File: config.mk
export PLATFORM = sky130hd
export DESIGN_NAME = engine_axi_master
export DESIGN_NICKNAME = d
export VERILOG_FILES = /design/src/rtl/engine_axi_master.sv
export SDC_FILE = /design/constraint.sdc
export NUM_CORES = 1
export LEC_CHECK = 0
export CAP_MARGIN = 0
export CORE_ASPECT_RATIO = 1.1
export CORE_MARGIN = 8
export CORE_UTILIZATION = 35
export DETAILED_ROUTE_END_ITERATION = 8
export PLACE_DENSITY = 0.9
export SYNTH_ARGS = -nofsm -noshare
export SYNTH_HDL_FRONTEND = slang
export SYNTH_SLANG_ARGS = --single-unit
File: constraint.sdc
create_clock -name clk -period 2.03 [get_ports clk]
set_input_delay 0.3045 -clock clk [delete_from_list [all_inputs] [get_ports clk]]
set_output_delay 0.3045 -clock clk [all_outputs]
set_load 0.01 [all_outputs]
File: src/rtl/engine_axi_master.sv
// engine_axi_master: turns engine-side burst requests into AXI4 read and write
// bursts. The read and write paths are two independent FSMs; beat data is a
// zero-latency pass-through while the matching FSM is in its data phase.
//
// state   | meaning
// R_IDLE  | read request port open, no burst in flight
// R_AR    | AR address presented, waiting for arready
// R_DATA  | forwarding R beats to the engine until rlast
// W_IDLE  | write request port open, no burst in flight
// W_AW    | AW address presented, waiting for awready
// W_DATA  | forwarding engine beats onto W until wlast
// W_RESP  | waiting for the B response
module engine_axi_master #(
    parameter int ADDR_WIDTH = 32,
    parameter int DATA_WIDTH = 32
) (
    input  logic                    clk,
    input  logic                    rst,
    input  logic [ADDR_WIDTH-1:0]   rd_req_addr,
    input  logic [4:0]              rd_req_len,
    input  logic                    rd_req_valid,
    output logic                    rd_req_ready,
    output logic [DATA_WIDTH-1:0]   rd_rdata,
    output logic                    rd_valid,
    output logic                    rd_last,
    input  logic                    rd_ready,
    input  logic [ADDR_WIDTH-1:0]   wr_req_addr,
    input  logic [4:0]              wr_req_len,
    input  logic                    wr_req_valid,
    output logic                    wr_req_ready,
    input  logic [DATA_WIDTH-1:0]   wr_data,
    input  logic                    wr_valid,
    input  logic                    wr_last,
    output logic                    wr_ready,
    output logic [ADDR_WIDTH-1:0]   araddr,
    output logic [7:0]              arlen,
    output logic [2:0]              arsize,
    output logic [1:0]              arburst,
    output logic                    arvalid,
    input  logic                    arready,
    input  logic [DATA_WIDTH-1:0]   rdata,
    input  logic [1:0]              rresp,
    input  logic                    rlast,
    input  logic                    rvalid,
    output logic                    rready,
    output logic [ADDR_WIDTH-1:0]   awaddr,
    output logic [7:0]              awlen,
    output logic [2:0]              awsize,
    output logic [1:0]              awburst,
    output logic                    awvalid,
    input  logic                    awready,
    output logic [DATA_WIDTH-1:0]   wdata,
    output logic [DATA_WIDTH/8-1:0] wstrb,
    output logic                    wlast,
    output logic                    wvalid,
    input  logic                    wready,
    input  logic [1:0]              bresp,
    input  logic                    bvalid,
    output logic                    bready,
    output logic                    axi_err
);

    typedef enum logic [1:0] {R_IDLE, R_AR, R_DATA} r_state_t;
    typedef enum logic [1:0] {W_IDLE, W_AW, W_DATA, W_RESP} w_state_t;

    r_state_t              r_state_q;
    w_state_t              w_state_q;
    logic [ADDR_WIDTH-1:0] araddr_q, awaddr_q;
    logic [7:0]            arlen_q, awlen_q;
    logic [7:0]            r_cnt_q;
    logic                  rd_req_ready_q, arvalid_q, r_data_q;
    logic                  wr_req_ready_q, awvalid_q, w_data_q, bready_q;
    logic                  axi_err_q;
    logic                  r_hs, w_last_hs, b_hs;
    logic                  rd_err_set, wr_err_set;

    assign r_hs      = rvalid & rready;
    assign w_last_hs = wvalid & wready & wlast;
    assign b_hs      = bvalid & bready;

    // Read burst sequencing: latch request, present AR, count R beats to rlast.
    always_ff @(posedge clk) begin
        if (rst) begin
            r_state_q      <= R_IDLE;
            araddr_q       <= '0;
            arlen_q        <= '0;
            r_cnt_q        <= '0;
            rd_req_ready_q <= 1'b1;
            arvalid_q      <= 1'b0;
            r_data_q       <= 1'b0;
        end else begin
            case (r_state_q)
                R_IDLE: begin
                    if (rd_req_valid) begin
                        araddr_q       <= rd_req_addr;
                        arlen_q        <= {3'b000, rd_req_len};
                        r_cnt_q        <= '0;
                        rd_req_ready_q <= 1'b0;
                        arvalid_q      <= 1'b1;
                        r_state_q      <= R_AR;
                    end
                end
                R_AR: begin
                    if (arready) begin
                        arvalid_q <= 1'b0;
                        r_data_q  <= 1'b1;
                        r_state_q <= R_DATA;
                    end
                end
                R_DATA: begin
                    if (r_hs) begin
                        r_cnt_q <= r_cnt_q + 8'd1;
                        // Only rlast ends the burst, even if the count disagrees.
                        if (rlast) begin
                            r_data_q       <= 1'b0;
                            rd_req_ready_q <= 1'b1;
                            r_state_q      <= R_IDLE;
                        end
                    end
                end
                default: begin
                    rd_req_ready_q <= 1'b1;
                    arvalid_q      <= 1'b0;
                    r_data_q       <= 1'b0;
                    r_state_q      <= R_IDLE;
                end
            endcase
        end
    end

    // Write burst sequencing: latch request, present AW, pass W beats, take B.
    always_ff @(posedge clk) begin
        if (rst) begin
            w_state_q      <= W_IDLE;
            awaddr_q       <= '0;
            awlen_q        <= '0;
            wr_req_ready_q <= 1'b1;
            awvalid_q      <= 1'b0;
            w_data_q       <= 1'b0;
            bready_q       <= 1'b0;
        end else begin
            case (w_state_q)
                W_IDLE: begin
                    if (wr_req_valid) begin
                        awaddr_q       <= wr_req_addr;
                        awlen_q        <= {3'b000, wr_req_len};
                        wr_req_ready_q <= 1'b0;
                        awvalid_q      <= 1'b1;
                        w_state_q      <= W_AW;
                    end
                end
                W_AW: begin
                    if (awready) begin
                        awvalid_q <= 1'b0;
                        w_data_q  <= 1'b1;
                        w_state_q <= W_DATA;
                    end
                end
                W_DATA: begin
                    if (w_last_hs) begin
                        w_data_q  <= 1'b0;
                        bready_q  <= 1'b1;
                        w_state_q <= W_RESP;
                    end
                end
                W_RESP: begin
                    if (bvalid) begin
                        bready_q       <= 1'b0;
                        wr_req_ready_q <= 1'b1;
                        w_state_q      <= W_IDLE;
                    end
                end
                default: begin
                    wr_req_ready_q <= 1'b1;
                    awvalid_q      <= 1'b0;
                    w_data_q       <= 1'b0;
                    bready_q       <= 1'b0;
                    w_state_q      <= W_IDLE;
                end
            endcase
        end
    end

    // Bad responses, early rlast and missing rlast all flag the same error.
    assign rd_err_set = r_hs & ((rresp != 2'b00) ||
                                (rlast && (r_cnt_q != arlen_q)) ||
                                (!rlast && (r_cnt_q == arlen_q)));
    assign wr_err_set = b_hs & (bresp != 2'b00);

    // Sticky error flag, cleared only by reset.
    always_ff @(posedge clk) begin
        if (rst) begin
            axi_err_q <= 1'b0;
        end else if (rd_err_set || wr_err_set) begin
            axi_err_q <= 1'b1;
        end
    end

    assign rd_req_ready = rd_req_ready_q;
    assign araddr       = araddr_q;
    assign arlen        = arlen_q;
    assign arsize       = 3'b010;
    assign arburst      = 2'b01;
    assign arvalid      = arvalid_q;
    assign rready       = r_data_q & rd_ready;
    assign rd_valid     = r_data_q & rvalid;
    assign rd_last      = r_data_q & rlast;
    assign rd_rdata     = rdata;

    assign wr_req_ready = wr_req_ready_q;
    assign awaddr       = awaddr_q;
    assign awlen        = awlen_q;
    assign awsize       = 3'b010;
    assign awburst      = 2'b01;
    assign awvalid      = awvalid_q;
    assign wvalid       = w_data_q & wr_valid;
    assign wlast        = w_data_q & wr_last;
    assign wr_ready     = w_data_q & wready;
    assign wdata        = wr_data;
    assign wstrb        = '1;
    assign bready       = bready_q;

    assign axi_err      = axi_err_q;

endmodule

# ---- Word-level counts from Yosys, hierarchy flattened
# Index checks and enable logic that the tools add are counted.
dict set report totals {
  output_inout_bits 170
  reg_bits 94
}
dict set report op_classes {
  n_reduce_logical 27
  addsub 1
  bitwise_logic 15
  n_eq_ne 15
  n_mux 36
}
# operator n
set op_table {}
lappend op_table {{$reduce_and 3->1} 6}
lappend op_table {{$mux 1} 16}
lappend op_table {{$mux 2} 8}
lappend op_table {{$mux 8} 2}
lappend op_table {{$ne 2x2->1 const B} 8}
lappend op_table {{$pmux 8 s2} 1}
lappend op_table {{$reduce_and 4->1} 4}
lappend op_table {{$reduce_bool 2->1} 7}
lappend op_table {{$and 1x1->1} 12}
lappend op_table {{$pmux 1 s3} 3}
lappend op_table {{$add 8x1->8 const B} 1}
lappend op_table {{$eq 8x5->1} 1}
lappend op_table {{$ne 8x5->1} 1}
lappend op_table {{$pmux 1 s2} 4}
lappend op_table {{$pmux 2 s4} 1}
lappend op_table {{$eq 2x2->1 const B} 3}
lappend op_table {{$pmux 2 s3} 1}
lappend op_table {{$eq 2x1->1 const B} 2}
lappend op_table {{$logic_not 2->1} 2}
lappend op_table {{$reduce_and 2->1} 2}
lappend op_table {{$logic_or 1x1->1} 3}
lappend op_table {{$not 1->1} 3}
lappend op_table {{$logic_and 1x1->1} 2}
lappend op_table {{$logic_not 1->1} 1}

# ---- Depth between registers and ports, before layout
# Gate-level depths: netlist of run 1.
dict set report depth {
  depth_word 6
  depth_mapped 7
  ltp_nobuf 6
}

# ---- Worst setup path after synthesis of run 1
# OpenSTA, ideal clock, no wires.
dict set report synth_timing {
  kind {flip-flop to flip-flop}
  startpoint {register w_state_q[1]}
  endpoint {register w_state_q[1]}
  arrival_time_ns 1.336
  path_buffers 0
  stages_incl_launch_ff 7
  required_time_ns 1.902
  slack_ns 0.566
  path_cell_list {dfxtp_1 inv_1 ha_1 nor2b_1 a2111oi_4 mux2i_1 nor2_1}
}
dict set report synth_via {
  elab_chain_len 3
}
# element line_no
set synth_rtl {}
lappend synth_rtl {{start: declaration} 67} ;# w_state_t w_state_q;
lappend synth_rtl {{start signal: assignment} 134} ;# w_state_q <= W_IDLE;
lappend synth_rtl {{start signal: assignment} 149} ;# w_state_q <= W_AW;
lappend synth_rtl {{start signal: assignment} 156} ;# w_state_q <= W_DATA;
lappend synth_rtl {{$eq 2x2->1, or another cell as far along} 142} ;# case (w_state_q)
lappend synth_rtl {{$ne 2x2->1 (no source line)} --}
lappend synth_rtl {{$reduce_and 4->1 (no source line)} --}
# Several ways; a longest one is shown, not always the timed one.
# A chain may end at the register's enable or synchronous reset.

# ---- Worst setup path after layout of run 1
dict set report layout_timing {
  startpoint {input rd_ready}
  endpoint {output rready}
}
dict set report layout_via {
  elab_chain_len 1
}
# element line_no
set layout_rtl {}
lappend layout_rtl {{start: declaration} 26} ;# input logic rd_ready,
lappend layout_rtl {{$and 1x1->1} 205} ;# assign rready = r_data_q & rd_ready;
lappend layout_rtl {{end: declaration} 45} ;# output logic rready,
# Every way passes these cells.

==> metrics.yaml, run 1 <==
status: "complete, no violations"
fin_skew_ns: 0.00782
port_buffers: 176
hpwl_um: 9420
crit_fanout: 2
cts_root_buf: "clkbuf_16"
synthFlopType: "dfxtp_1"
placementRows: 43
hold_viol_final: 0
synth_warnings: 0
min_path_type: "in -> reg"
antenna_cells: 0
drive_gt1_share_pct: 5.96
fin_crit_sh_pct: 90.1
dpl_cell_area_um2: 5770
fin_nets: 810
vdd_drop_max_v: 0.000579
grt-ovfl-total: 0
start_util_pct: 35.5
cts_buffers: 9
fin_cells: 811
power_mw: 5.50
p_leak_nw: 2.25
htreeDepth: 3
multiInputGateArea_um2: 1810
grt_pass1_wl_um: 19200
netlist_instances: 546
synth_top_cell_by_area: "dfxtp_1"
filler_cell_count: 1198
gr-usage-met2_pct: 24.2
timing.final.ws_setup_ns: 0.201
drtIter0Drc: 137
setup_violations: 0
synth_area_um2: 4410
synth_edf_count: 0
pre_cts_ws_ns: 0.185
wire_per_inst_um: 15.3
die_h_um: 134
routed_via_density: 4.59
fmax_mhz: 547
switching_power_mw: 1.56
intPower_mw: 3.94
hold_buffers: 0
cts_tree: "done"
crit_arrival_ns: 1.52
tns_ns: 0
final_core_util_pct: 49.0
clock_sinks: 94
ant_nets: 0
grt-busiest-layer: "met2"
p_sw_share_pct: 28.3
yosysUniqueCellTypes: 40
post-cts-setup-buffer-count: 0
core-area_um2: 12400
grt.met1_usage_pct: 15.2
avgSynthCellArea_um2: 8.07
grt_pass1_vias: 3740
place_congestion: 0.767
maxSlewViolCount: 0
placed_cells_incl_taps: 795
synth_area_leaders: "dfxtp_1 43%, buf_4 15%, nand2_1 13%, a21oi_1 9.7%, xnor2_1 2.0%"
powerDensity_nw_per_um2: 904
regArea_um2: 1880
ys_ff_latch: 94
seqPwrFrac_pct: 40.3
clk_latency_ns: 0.34
grt_max_degree: 45
synth-async-reset-ratio_pct: 0
pin_count: 325
met3_usage_pct: 6.64
crit_required_ns: 1.73
area_growth_pct: 38.1
yosysTopAreaCellShare_pct: 42.7
end_kind: "primary output"
whs_ns: 0.436
die_area_um2: 16400
clkSlewWorstSetupHoldPaths_ns: 0.07
fin_crit_ns: 1.83
routed-via-count: 3726
cts_resized: 0
synthMostInstantiatedCell: "nand2_1"
drt_first_pass_iters: 4
path_class: "in -> out"
route.detailed.drc: 0
cap_violations: 0
antenna_found_initial: 0
startpoint_type: "input pin"
rsz0062_at_grt: "no"
clk_path_buf_depth: 2
die_w_um: 123
fin_area_um2: 6080
p_comb_share_pct: 27.4
grt_usage_pct: 14.8
detail_route.wirelength_um: 12400
ys_seq_area_share_pct: 42.7
p_clk_share_pct: 32.3
synth_commonest_cells: "156 x nand2_1, 94 x dfxtp_1, 88 x buf_4"
-- layout make-up --
class / instances / share of cell area, %
Multi-Input combinational cell: 352 / 29.7
Tap cell: 157 / 3.23
Inverter: 6 / 0.370
Clock inverter: 6 / 1.42
Sequential cell: 94 / 30.9
Timing Repair Buffer: 186 / 30.6
Clock buffer: 10 / 3.76
-- critical path, stage by stage --
cell and delay (ns):
clkdlybuf4s50_1 0.49, and2_1 0.18, clkdlybuf4s50_1 0.55
-- kinds of logic (layout without fill, tap and decap cells) --
kind of cell | count (synthesis) | count (layout) | synth area share, %
flops | 94 | 94 | 42.7
mux | 1 | 1 | 0.227
compound gates | 108 | 108 | 15.0
buf+inv | 118 | 208 | 17.8
xor+xnor | 11 | 11 | 2.19
fa+ha+maj | 6 | 6 | 1.70
other cells | 2 | 20 | 0.170
simple gates | 206 | 206 | 20.2
-- path summary, 6_finish.rpt --
kind | startpoint | end | slack [ns] | cells after the start
worst max-delay path | rd_ready | rready | 0.20 | 3
worst min-delay path | rst | araddr[6] | 0.44 | 2
worst max register to register | r_state_q[0] | araddr[9] | 0.45 | 5
worst min register to register | araddr[18] | araddr[18] | 0.45 | 2
-- placed cells by master, fill, tap and decap left out, types with 2 or more instances in the layout --
cell type	instances
clkdlybuf4s50_1	175
nand2_1	156
dfxtp_1	94
a21oi_1	85
conb_1	20
nor2_1	15
xnor2_1	10
clkbuf_16	9
buf_4	9
inv_1	6
nand2b_1	6
ha_1	6
and2_1	5
nor2b_1	4
a211oi_1	4
o21ai_0	4
nor3_1	4
and2_2	3
o211ai_1	3
a2111oi_4	3
nand3_1	2
nand3b_1	2
o21bai_1	2
a21bo_2	2
nor3b_1	2
clkinv_2	2
bufinv_16	2
buf_12	2
-- flip-flops by register name, indices dropped and copies added (netlist names), 2 cells and up --
name,cells
r_state_q,2
awlen,5
araddr,32
arlen,5
w_state_q,2
r_cnt_q,8
awaddr,32
-- routing by layer --
layer,up-vias,wire [um]
met5,-,0
met4,0,508
met3,49,1400
met2,152,5850
met1,1659,4660
li1,1866,-
-- power groups by stage --
stage	Sequential [mW]	Combinational (mW)	Clock (mW)
2_1_floorplan	2.34	0.777	0
3_3_place_gp	2.24	1.49	0
3_5_place_dp	2.26	1.52	0
4_1_cts	2.22	1.53	1.85
5_1_grt	2.25	1.66	1.91
6_report	2.22	1.51	1.78
(Power assumes the default switching activity.)
==> run 2, diff against run 1 <==
- PLACE_DENSITY: 0.9 -> 0.82
- clock period: 2.03 -> 1.7 ns (I/O delays scaled with it)
==> run 2 against run 1 <==
  * Sequential share of layout area is 0.48 points lower
  * Design area is 1.8% higher
  * Hold slack worse by 0.10 ns
  * Routed wire length is 2.2% higher
  * Non-clock buffer count is 5 higher
  * Critical endpoint is now r_cnt_q[3]
  * Largest cell class is now non-clock buffers
  * Highest routed layer is now met5
==> metrics.yaml, run 2 (synthesized netlist as in run 1, its figures left out) <==
crit_required_ns: 1.93  # +0.20 ns
detail_route.wirelength_um: 12700  # +2.2%
p_sw_share_pct: 27.7  # -0.62 points
layout_common_cells: "168 x clkdlybuf4s50_1, 156 x nand2_1, 91 x dfxtp_1"
p_clk_share_pct: 34.8  # +2.5 points
path_cells: "nand2b_1 > a211oi_1 > xnor2_1 > nor2_1"
min_path_type: "in -> reg"
antenna_cells: 0  # unchanged
crit_arrival_ns: 1.82  # +0.30 ns
switching_power_mw: 1.90  # +22%
grt_pass1_vias: 3719  # -0.56%
fin_cells: 816  # +0.62%
htreeDepth: 3  # unchanged
powerDensity_nw_per_um2: 1110  # +23%
cts_root_buf: "clkbuf_16"
drive_gt1_share_pct: 7.28  # +1.3 points
die_area_um2: 16400  # unchanged
fin_crit_ns: 1.59
placementRows: 43  # unchanged
placed_cells_incl_taps: 800  # +0.63%
grt-ovfl-total: 0  # unchanged
clk_path_buf_depth: 2  # unchanged
worst_path_largest_cell_delay_ns: 0.44  # -0.11 ns
die_h_um: 134  # unchanged
crit_fanout: 12  # +10
area_growth_pct: 40.5
grt-busiest-layer: "met2"
p_comb_share_pct: 26.5  # -0.9 points
grt_pass1_wl_um: 19600  # +2.0%
routed-via-count: 3739  # +0.35%
seqPwrFrac_pct: 38.7  # -1.6 points
cts_tree: "done"
grt_usage_pct: 15.1  # +0.35 points
rsz0062_at_grt: "no"
drtIter0Drc: 173  # +26%
hpwl_um: 9600  # +1.9%
intPower_mw: 4.96  # +26%
vdd_drop_max_v: 0.000687  # +19%
drt_first_pass_iters: 7  # +3
met3_usage_pct: 7.36  # +0.72 points
grt_max_degree: 53  # +18%
grt.met1_usage_pct: 15.3  # +0.10 points
setup_violations: 0  # unchanged
core-area_um2: 12400  # unchanged
hold_viol_final: 0  # unchanged
filler_cell_count: 1178  # -1.7%
startpoint_type: "register"
clock_sinks: 94  # unchanged
status: "complete, no violations"
layout.cells.most_common: "clkdlybuf4s50_1"
cap_violations: 0  # unchanged
fin_skew_ns: 0.00552  # -0.00231 ns
fin_nets: 815  # +0.62%
wire_per_inst_um: 15.6  # +1.6%
path_class: "reg -> reg"
start_util_pct: 35.5  # unchanged
route.detailed.drc: 0  # unchanged
pin_count: 325  # unchanged
maxSlewViolCount: 0  # unchanged
routed_via_density: 4.58  # -0.27%
crit_family: "flip-flops"
whs_ns: 0.332  # -0.104 ns
path_buf_inv: 0  # -2
antenna_found_initial: 1  # +1
fmax_mhz: 629
ant_nets: 0  # unchanged
fin_crit_sh_pct: 93.5
cts_buffers: 9  # unchanged
pre_cts_ws_ns: -0.0552  # -0.240 ns
timing.final.ws_setup_ns: 0.110  # -0.0908 ns
place_congestion: 0.782  # +2.0%
die_w_um: 123  # unchanged
final_core_util_pct: 49.8  # +0.88 points
power_mw: 6.86  # +25%
clkSlewWorstSetupHoldPaths_ns: 0.07  # about the same
cp_slowest_cell: "dfxtp_1"
end_kind: "register"
port_buffers: 176  # unchanged
clk_latency_ns: 0.34  # about the same
gr-usage-met2_pct: 24.3  # +0.12 points
p_leak_nw: 2.37  # +5.1%
-- run 2: changes by cell type in the layout (fill, tap and decap cells not counted), moves of 2 or more --
cell,change
buf_4,+2
buf_12,+2
dlymetal6s2s_1,+3
dfxtp_1,-3
dfxtp_2,+3
clkinv_2,-2
clkbuf_8,+2
clkdlybuf4s50_1,-7
dlygate4sd2_1,+4
-- run 2: metal layers --
metal  wire length, um  vias up
li1                  -     1878
met1              4690     1651
met2              5880      155
met3              1550       53
met4               561        2
met5                13        -
-- run 2: worst paths after layout --
check	end	cells after the start	slack, ns	startpoint
max reg2reg	r_cnt_q[3]	4	0.11	r_state_q[1]
min	araddr[25]	2	0.33	rst
min reg2reg	araddr[22]	2	0.45	araddr[22]
max	r_cnt_q[3]	4	0.11	r_state_q[1]
-- run 2: area by class of cell --
cell class,instances,area (um^2),share of cell area (%)
Timing Repair Buffer,191,1920,31.0
Sequential cell,94,1890,30.4
Multi-Input combinational cell,352,1810,29.2
Clock buffer,11,253,4.08
Tap cell,157,196,3.17
Clock inverter,5,105,1.70
Inverter,6,22.5,0.364
-- run 2: worst reg2reg max path, delay by kind of cell, from the launching register on --
| family | cells | cell delay, ns |
|---|---|---|
| AO/OA/AOI/OAI | 1 | 0.43 |
| XOR/XNOR | 1 | 0.17 |
| flip-flops | 1 | 0.44 |
| AND/OR/NAND/NOR | 2 | 0.44 |
-- run 2: stage by stage --
step	TNS (ns)	cell area [um^2]
floorplan	0	4470
global placement	-0.0641	5830
detailed placement	-1.07	5830
CTS	0	6180
global route	0	6190
finish	0	6190
-- run 2: power by group through the flow --
stage               clock [mW]  sequential [mW]  combinational, mW
finish                    2.39             2.65               1.82
global route              2.54             2.69               1.98
CTS                       2.46             2.65               1.84
detailed placement           0             2.70               1.84
global placement             0             2.69               1.82
floorplan                    0             2.79              0.927
-- run 2: timing repair --
action / 4_1_cts / 5_1_grt
buffers inserted: 0 / 0
gates resized for setup: 6 / 4
endpoints found under the setup margin: 6 / 4
hold buffers: 0 / 0
==> run 3, diff against run 2 <==
- ABC_CLOCK_PERIOD_IN_PS: not set -> 1700
- CTS_CLUSTER_SIZE: not set -> 20
==> results of run 3 <==
The final DEF is identical to that of run 2; final timing and power are the same.
